===== config.mk =====
export PLATFORM = sky130hd
export DESIGN_NAME = serial_adder
export DESIGN_NICKNAME = d
export VERILOG_FILES = /design/src/rtl/serial_adder.sv
export SDC_FILE = /design/constraint.sdc
export NUM_CORES = 1
export LEC_CHECK = 0
export CELL_PAD_IN_SITES_DETAIL_PLACEMENT = 0
export CELL_PAD_IN_SITES_GLOBAL_PLACEMENT = 2
export CORE_MARGIN = 2
export CORE_UTILIZATION = 29
export CTS_CLUSTER_SIZE = 14
export DETAILED_ROUTE_END_ITERATION = 7
export PLACE_DENSITY = 0.87
export REMOVE_ABC_BUFFERS = 1
export SKIP_LAST_GASP = 1
export SYNTH_ARGS = -nofsm -noshare
export SYNTH_HDL_FRONTEND = slang
export SYNTH_HIERARCHICAL = 1
export SYNTH_SLANG_ARGS = --single-unit

===== constraint.sdc =====
create_clock -name clock -period 2.8 [get_ports clock]
set_clock_uncertainty 0.1 [all_clocks]
set_input_delay 0.84 -clock clock [delete_from_list [all_inputs] [get_ports clock]]
set_output_delay 0.84 -clock clock [all_outputs]
set_load 0.01 [all_outputs]

===== src/rtl/serial_adder.sv =====
// serial_adder: bit-serial WIDTH-bit adder, one full-adder slice plus a carry flip-flop, LSB first
module full_adder (
    input  logic a_i,
    input  logic b_i,
    input  logic c_i,
    output logic s_o,
    output logic co_o
);
    assign s_o  = a_i ^ b_i ^ c_i;
    assign co_o = (a_i & b_i) | (c_i & (a_i ^ b_i));
endmodule

module serial_adder #(
    parameter int WIDTH = 8
) (
    input  logic             clock,
    input  logic             reset_b,
    input  logic             start,
    input  logic [WIDTH-1:0] a_in,
    input  logic [WIDTH-1:0] b_in,
    input  logic             c_in,
    output logic [WIDTH-1:0] sum,
    output logic             c_out,
    output logic             busy,
    output logic             done
);
    localparam int CW = $clog2(WIDTH + 1);
    localparam logic [CW-1:0] CNT_INIT = CW'(WIDTH);
    localparam logic [CW-1:0] ONE = CW'(1);
    typedef enum logic [1:0] {IDLE, ADD, DONE} state_t;
    state_t state_q, state_d;
    logic [WIDTH-1:0] a_q, a_d, b_q, b_d;
    logic carry_q, carry_d;
    logic [CW-1:0] count_q, count_d;
    logic s, co;
    full_adder u_fa (
        .a_i (a_q[0]),
        .b_i (b_q[0]),
        .c_i (carry_q),
        .s_o (s),
        .co_o(co)
    );
    always_comb begin
        state_d = state_q;
        a_d     = a_q;
        b_d     = b_q;
        carry_d = carry_q;
        count_d = count_q;
        case (state_q)
            IDLE: if (start) begin
                a_d     = a_in;
                b_d     = b_in;
                carry_d = c_in;
                count_d = CNT_INIT;
                state_d = ADD;
            end
            ADD: begin
                a_d     = {s, a_q[WIDTH-1:1]};
                b_d     = {1'b0, b_q[WIDTH-1:1]};
                carry_d = co;
                count_d = count_q - ONE;
                state_d = (count_q == ONE) ? DONE : ADD;
            end
            default: state_d = IDLE;
        endcase
    end
    always_ff @(posedge clock) begin
        if (!reset_b) begin
            state_q <= IDLE;
            a_q     <= '0;
            b_q     <= '0;
            carry_q <= 1'b0;
            count_q <= '0;
        end else begin
            state_q <= state_d;
            a_q     <= a_d;
            b_q     <= b_d;
            carry_q <= carry_d;
            count_q <= count_d;
        end
    end
    assign sum   = a_q;
    assign c_out = carry_q;
    assign busy  = (state_q == ADD);
    assign done  = (state_q == DONE);
endmodule


==> run metrics, run 1 <==
RR Startpoint state_q[0]; ordered cell list for the critical path inv_2 > nor2_1 > clkdlybuf4s50_1; largest family of logic cells by synthesized area compound AO/OA/AOI/OAI gates; die area 0.00433 sq mm; final setup TNS 0 ps; Setup crit end kind output pin; Critical Path RT 1860 ps; share of the synthesized area in the top cell type 41.5%; Clock Sinks 23; largest net degree at the start of global routing 22; post-route non-filler standard cell count 203; Synth Area in Adders 4.06%; initial drt markers 16; core area 0.00366 sq mm; Fillers 382; port bufs 30; Hold WS 433 ps; vias per inst 4.93; slack of the critical path 229 ps; simple logic cell fraction of the synthesized area 11.3%; Min-Delay Path Depth 2; Rows 22; RR Endpoint count_q[2]; Worst-path clk slew 80 ps; antenna cells 0; Mean Syn Cell Area 8.73 sq um; yosys warns 6; post-synthesis xor/xnor area fraction 0%; post-CTS sizing 0; Worst IR Drop VDD 0.198 mV; die span in y 65.8 microns; Min-Delay Endpoint b_q[1]; layout net count 179; Hold-fix buffers, CTS 0; wire per inst 13.6 microns; fin util 40.1%; Syn Std Cell Area 0.00111 sq mm; TritonCTS Buffers 3; vias 1001; Post-CTS Setup Bufs 0; Reg2Reg Depth 4; R2R Setup Slk 1290 ps; Area contributors post-synth dfxtp_1 42%, o2bb2ai_1 9.5%, a21oi_1 7.7%; initial core utilization 30.3%; GRT Total Usage 13.7%; Leak Pwr 0.555 nW; Final Slew Violations 0; status finished, final reports clean; HP Start b_q[2]; # IOs 31; CTS tree done; final worst path period share 91.8%; unrepaired setup endpoints after global routing no; Clk Latency, worst-skew pair 270 ps; total gr overflow 0; H-tree depth 1; synthesis-to-layout area growth 32.5%; share of layout cells above drive strength 1 7.10%; Final ANT Viol Nets 0; root buf cell clkbuf_8; fmax 389 MHz; post-synthesis cell type count 31; Worst-Margin Slew 568 ps; initial antenna violation count 0; CP max FO 19; critical path startpoint state_q[0]; Routed Wire Length 2.75 mm; DRC violations left 0; first-pass GRT wire length 4.62 mm; drt first pass iters 4; cell at the slowest stage of the critical path clkdlybuf4s50_1; startpoint class of the critical path register; Worst path max stage delay 590 ps; placed insts 199; # setup viols final 0; Hold Path Class register to register; Most used DFF post-synth dfxtp_1; width of the die 65.8 microns; area leader, netlist dfxtp_1; Bufs on Longest Clock Path 2; async set-reset flop share out of synthesis 0%; minimum clock period 2570 ps; P per Cell Area 531 mW/mm^2; number of synthesized flops with an enable pin 0; mux cell area share after synthesis 0%; Final Hold Vio Count 0; Setup WS pre-CTS 477 ps; GPL Wtd Cong 0.734; vias in the first global route 1013; DP HPWL 1.84 mm; #FFs+latches synth 23; WS Path Type register to output pin; max-cap violations 0; Slew headroom 62.0%; Synth Area in Compound Gates 34.7%; register area share after synthesis 41.5%; Worst EP arrival 1630 ps; Gate Count Post-Synth 127
## Yosys cell counts (2+ instances only)
cell        n
o21ai_0    15
dfxtp_1    23
inv_1       3
o21ai_1     2
o22ai_1     4
buf_6       4
clkbuf_1    2
o2bb2ai_1  12
a21oi_1    17
buf_2       2
and3_1      2
nand2_1     5
nor2_1     15
o32ai_1     2
nor3_1      2
ha_1        2
## layout by cell type, fill, tap and decap left out, types with 2 or more instances in the layout
| cell type | count |
|---|---|
| clkdlybuf4s50_1 | 30 |
| dfxtp_1 | 23 |
| a21oi_1 | 17 |
| nor2_1 | 15 |
| o21ai_0 | 15 |
| o2bb2ai_1 | 12 |
| nand2_1 | 5 |
| o22ai_1 | 4 |
| buf_4 | 4 |
| inv_1 | 3 |
| clkbuf_8 | 3 |
| and3_1 | 2 |
| nor3_1 | 2 |
| o21ai_1 | 2 |
| o32ai_1 | 2 |
| ha_1 | 2 |
## flip-flops by register name, indices dropped and copies added (netlist names)
name	flops
sum	8
count_q	4
state_q	2
b_q	8
c_out	1
## final cells by class
type / count / area, sq um / share of cell area (%)
multi-input combinational: 89 / 554 / 37.7
sequential: 23 / 460 / 31.3
timing repair buffer: 34 / 330 / 22.5
tap: 48 / 60.1 / 4.09
clock buffer: 4 / 45.0 / 3.07
inverter: 5 / 18.8 / 1.28
## worst max path at each step
| stage | to | slack (ps) | cells after the start |
|---|---|---|---|
| 2_1_floorplan | busy | 690 | 2 |
| 3_3_place_gp | b_q[7] | 490 | 3 |
| 3_5_place_dp | b_q[7] | 480 | 3 |
| 4_1_cts | busy | 220 | 3 |
| 5_1_grt | busy | 160 | 3 |
| 6_report | busy | 230 | 3 |
## logic make-up after synthesis
group	count (synthesis)
and+or+nand+nor	28
adders and majority gates	3
buffers and inverters	15
AOI/OAI and AO/OA	58
DFF	23
## per-layer routing
layer	up-vias	part of all wire, %	global-route usage (%)
met1	463	47	17.6
li1	514	-	-
met4	0	0.58	3.91
met5	-	0	0
met2	22	48	23.2
met3	2	4.2	2.56
## worst max-delay path: cells and delay by family, from the launching register on
family / cells / cell delay (ps)
simple gates: 1 / 260
buf+inv: 2 / 750
flops: 1 / 350
## report_power, final
part / internal (mW) / total [mW] / switching, mW
Clock: 0.102 / 0.206 / 0.105
Combinational: 0.100 / 0.187 / 0.0867
Sequential: 0.361 / 0.387 / 0.0256
## stage by stage
stage	instance area (sq um)	power, mW
final	1470	0.780
after global routing	1470	0.829
after CTS	1470	0.789
after detailed placement	1420	0.582
after global placement	1420	0.579
after floorplan	1030	0.486
(Power assumes the default switching activity.)
==> inputs of run 2 (changes only) <==
- CELL_PAD_IN_SITES_DETAIL_PLACEMENT: 0 -> 1
- CELL_PAD_IN_SITES_GLOBAL_PLACEMENT: 2 -> 1
- CORE_UTILIZATION: 29 -> 37
- PLACE_DENSITY: 0.87 -> 0.88
==> run 2 against run 1 <==
  * Flip-flop and latch count unchanged
  * Wire length increased by 7.7%
  * Combinational power increased by 3%
  * Non-clock buffer count unchanged
  * Largest power group unchanged
  * Utilization increased by 11 points
  * Critical endpoint unchanged
==> run metrics, run 2 (same netlist as run 1, synthesis figures left out) <==
vias per inst 5.64; wire per inst 15.9 microns; DRC violations left 0; TritonCTS Buffers 3; RR Startpoint state_q[0]; initial antenna violation count 0; WS Path Type register to output pin; die span in y 58.7 microns; Slew headroom 75.8%; layout net count 179; Psw 0.227 mW; Final Slew Violations 0; Hold Path Class register to register; slack of the critical path 154 ps; DP HPWL 2.10 mm; Leak Pwr 0.550 nW; GPL Wtd Cong 0.746; synthesis-to-layout area growth 29.0%; startpoint class of the critical path register; Clk Latency, worst-skew pair 320 ps; status finished, final reports clean; drt first pass iters 4; Final Hold Vio Count 0; initial core utilization 39.5%; Rows 19; vias 1049; total gr overflow 0; critical path startpoint state_q[0]; P per Cell Area 519 mW/mm^2; Worst-path clk slew 130 ps; Min-Delay Path Depth 2; antenna cells 0; # IOs 31; port bufs 30; Routed Wire Length 2.97 mm; clock power share 21.8%; Final ANT Viol Nets 0; switching share of total power 30.6%; # setup viols final 0; GRT Total Usage 19.3%; vias in the first global route 1087; Reg2Reg Depth 4; share of layout cells above drive strength 1 7.74%; Hold-fix buffers, CTS 0; unrepaired setup endpoints after global routing no; post-CTS sizing 0; first-pass GRT wire length 5.13 mm; CP max FO 19; fmax 378 MHz; Setup crit end kind output pin; Bufs on Longest Clock Path 2; max-cap violations 0; minimum clock period 2650 ps; leading cell type in the layout, fill and taps excluded clkdlybuf4s50_1; HP Start b_q[6]; Setup WS pre-CTS 504 ps; die area 0.00345 sq mm; commonest non-fill, non-tap cells in the layout 30 x clkdlybuf4s50_1, 23 x dfxtp_1, 17 x a21oi_1; core area 0.00281 sq mm; internal power 0.515 mW; Post-CTS Setup Bufs 0; final setup TNS 0 ps; root buf cell clkbuf_4; H-tree depth 1; Worst IR Drop VDD 0.240 mV; initial drt markers 7; largest net degree at the start of global routing 22; Worst EP arrival 1710 ps; Critical Path RT 1860 ps; combinational fraction of design power 25.8%; CTS tree done; Clock Sinks 23; width of the die 58.7 microns; Worst-Margin Slew 360 ps; final worst path period share 94.5%; Sequential Power Share 52.4%
run 2: changes by cell type in the layout (fill, tap and decap cells not counted), sizes merged:
cell,before,now
clkbuf,4,3
clkinv,1,2
run 2: area by class of cell:
| type | count | area, sq um |
|---|---|---|
| Clock inverter | 1 | 5.00 |
| Sequential cell | 23 | 460 |
| Clock buffer | 3 | 22.5 |
| Tap cell | 31 | 38.8 |
| Inverter | 5 | 18.8 |
| Timing Repair Buffer | 34 | 330 |
| Fill cell | 352 | 1380 |
| Multi-Input combinational cell | 89 | 554 |
run 2: stage by stage:
stage	power, mW	std cells	hold slack, ps	area (sq um)	util (%)
CTS	0.750	186	437	1430	51.0
floorplan	0.486	117	392	1030	-
global route	0.783	186	461	1430	51.0
global placement	0.576	182	408	1400	50.0
finish	0.742	186	434	1430	51.0
detailed placement	0.588	182	419	1400	50.0
run 2: final timing paths:
kind                endpoint  slack (ps)
hold reg to reg       b_q[5]         430
hold / removal        b_q[5]         430
setup / recovery        busy         150
setup reg to reg  count_q[2]        1300
run 2: critical path: stages (launching register included):
cell and delay, ps:
dfxtp_1 370, inv_2 150, nor2_1 280, clkdlybuf4s50_1 600
run 2: metal layers:
metal  global-route usage, %  part of all wire (%)  up-vias
met4                    6.82                   1.6        0
met1                    25.5                    46      512
li1                        -                     -      514
met2                    31.9                    49       18
met3                    2.86                   3.3        5
met5                       0                     0        -
run 2: power by group through the flow:
stage	logic [mW]	registers [mW]	clock network, mW
6_report	0.192	0.389	0.162
5_1_grt	0.212	0.394	0.178
4_1_cts	0.194	0.388	0.168
3_5_place_dp	0.193	0.395	0
3_3_place_gp	0.183	0.393	0
2_1_floorplan	0.0860	0.400	0
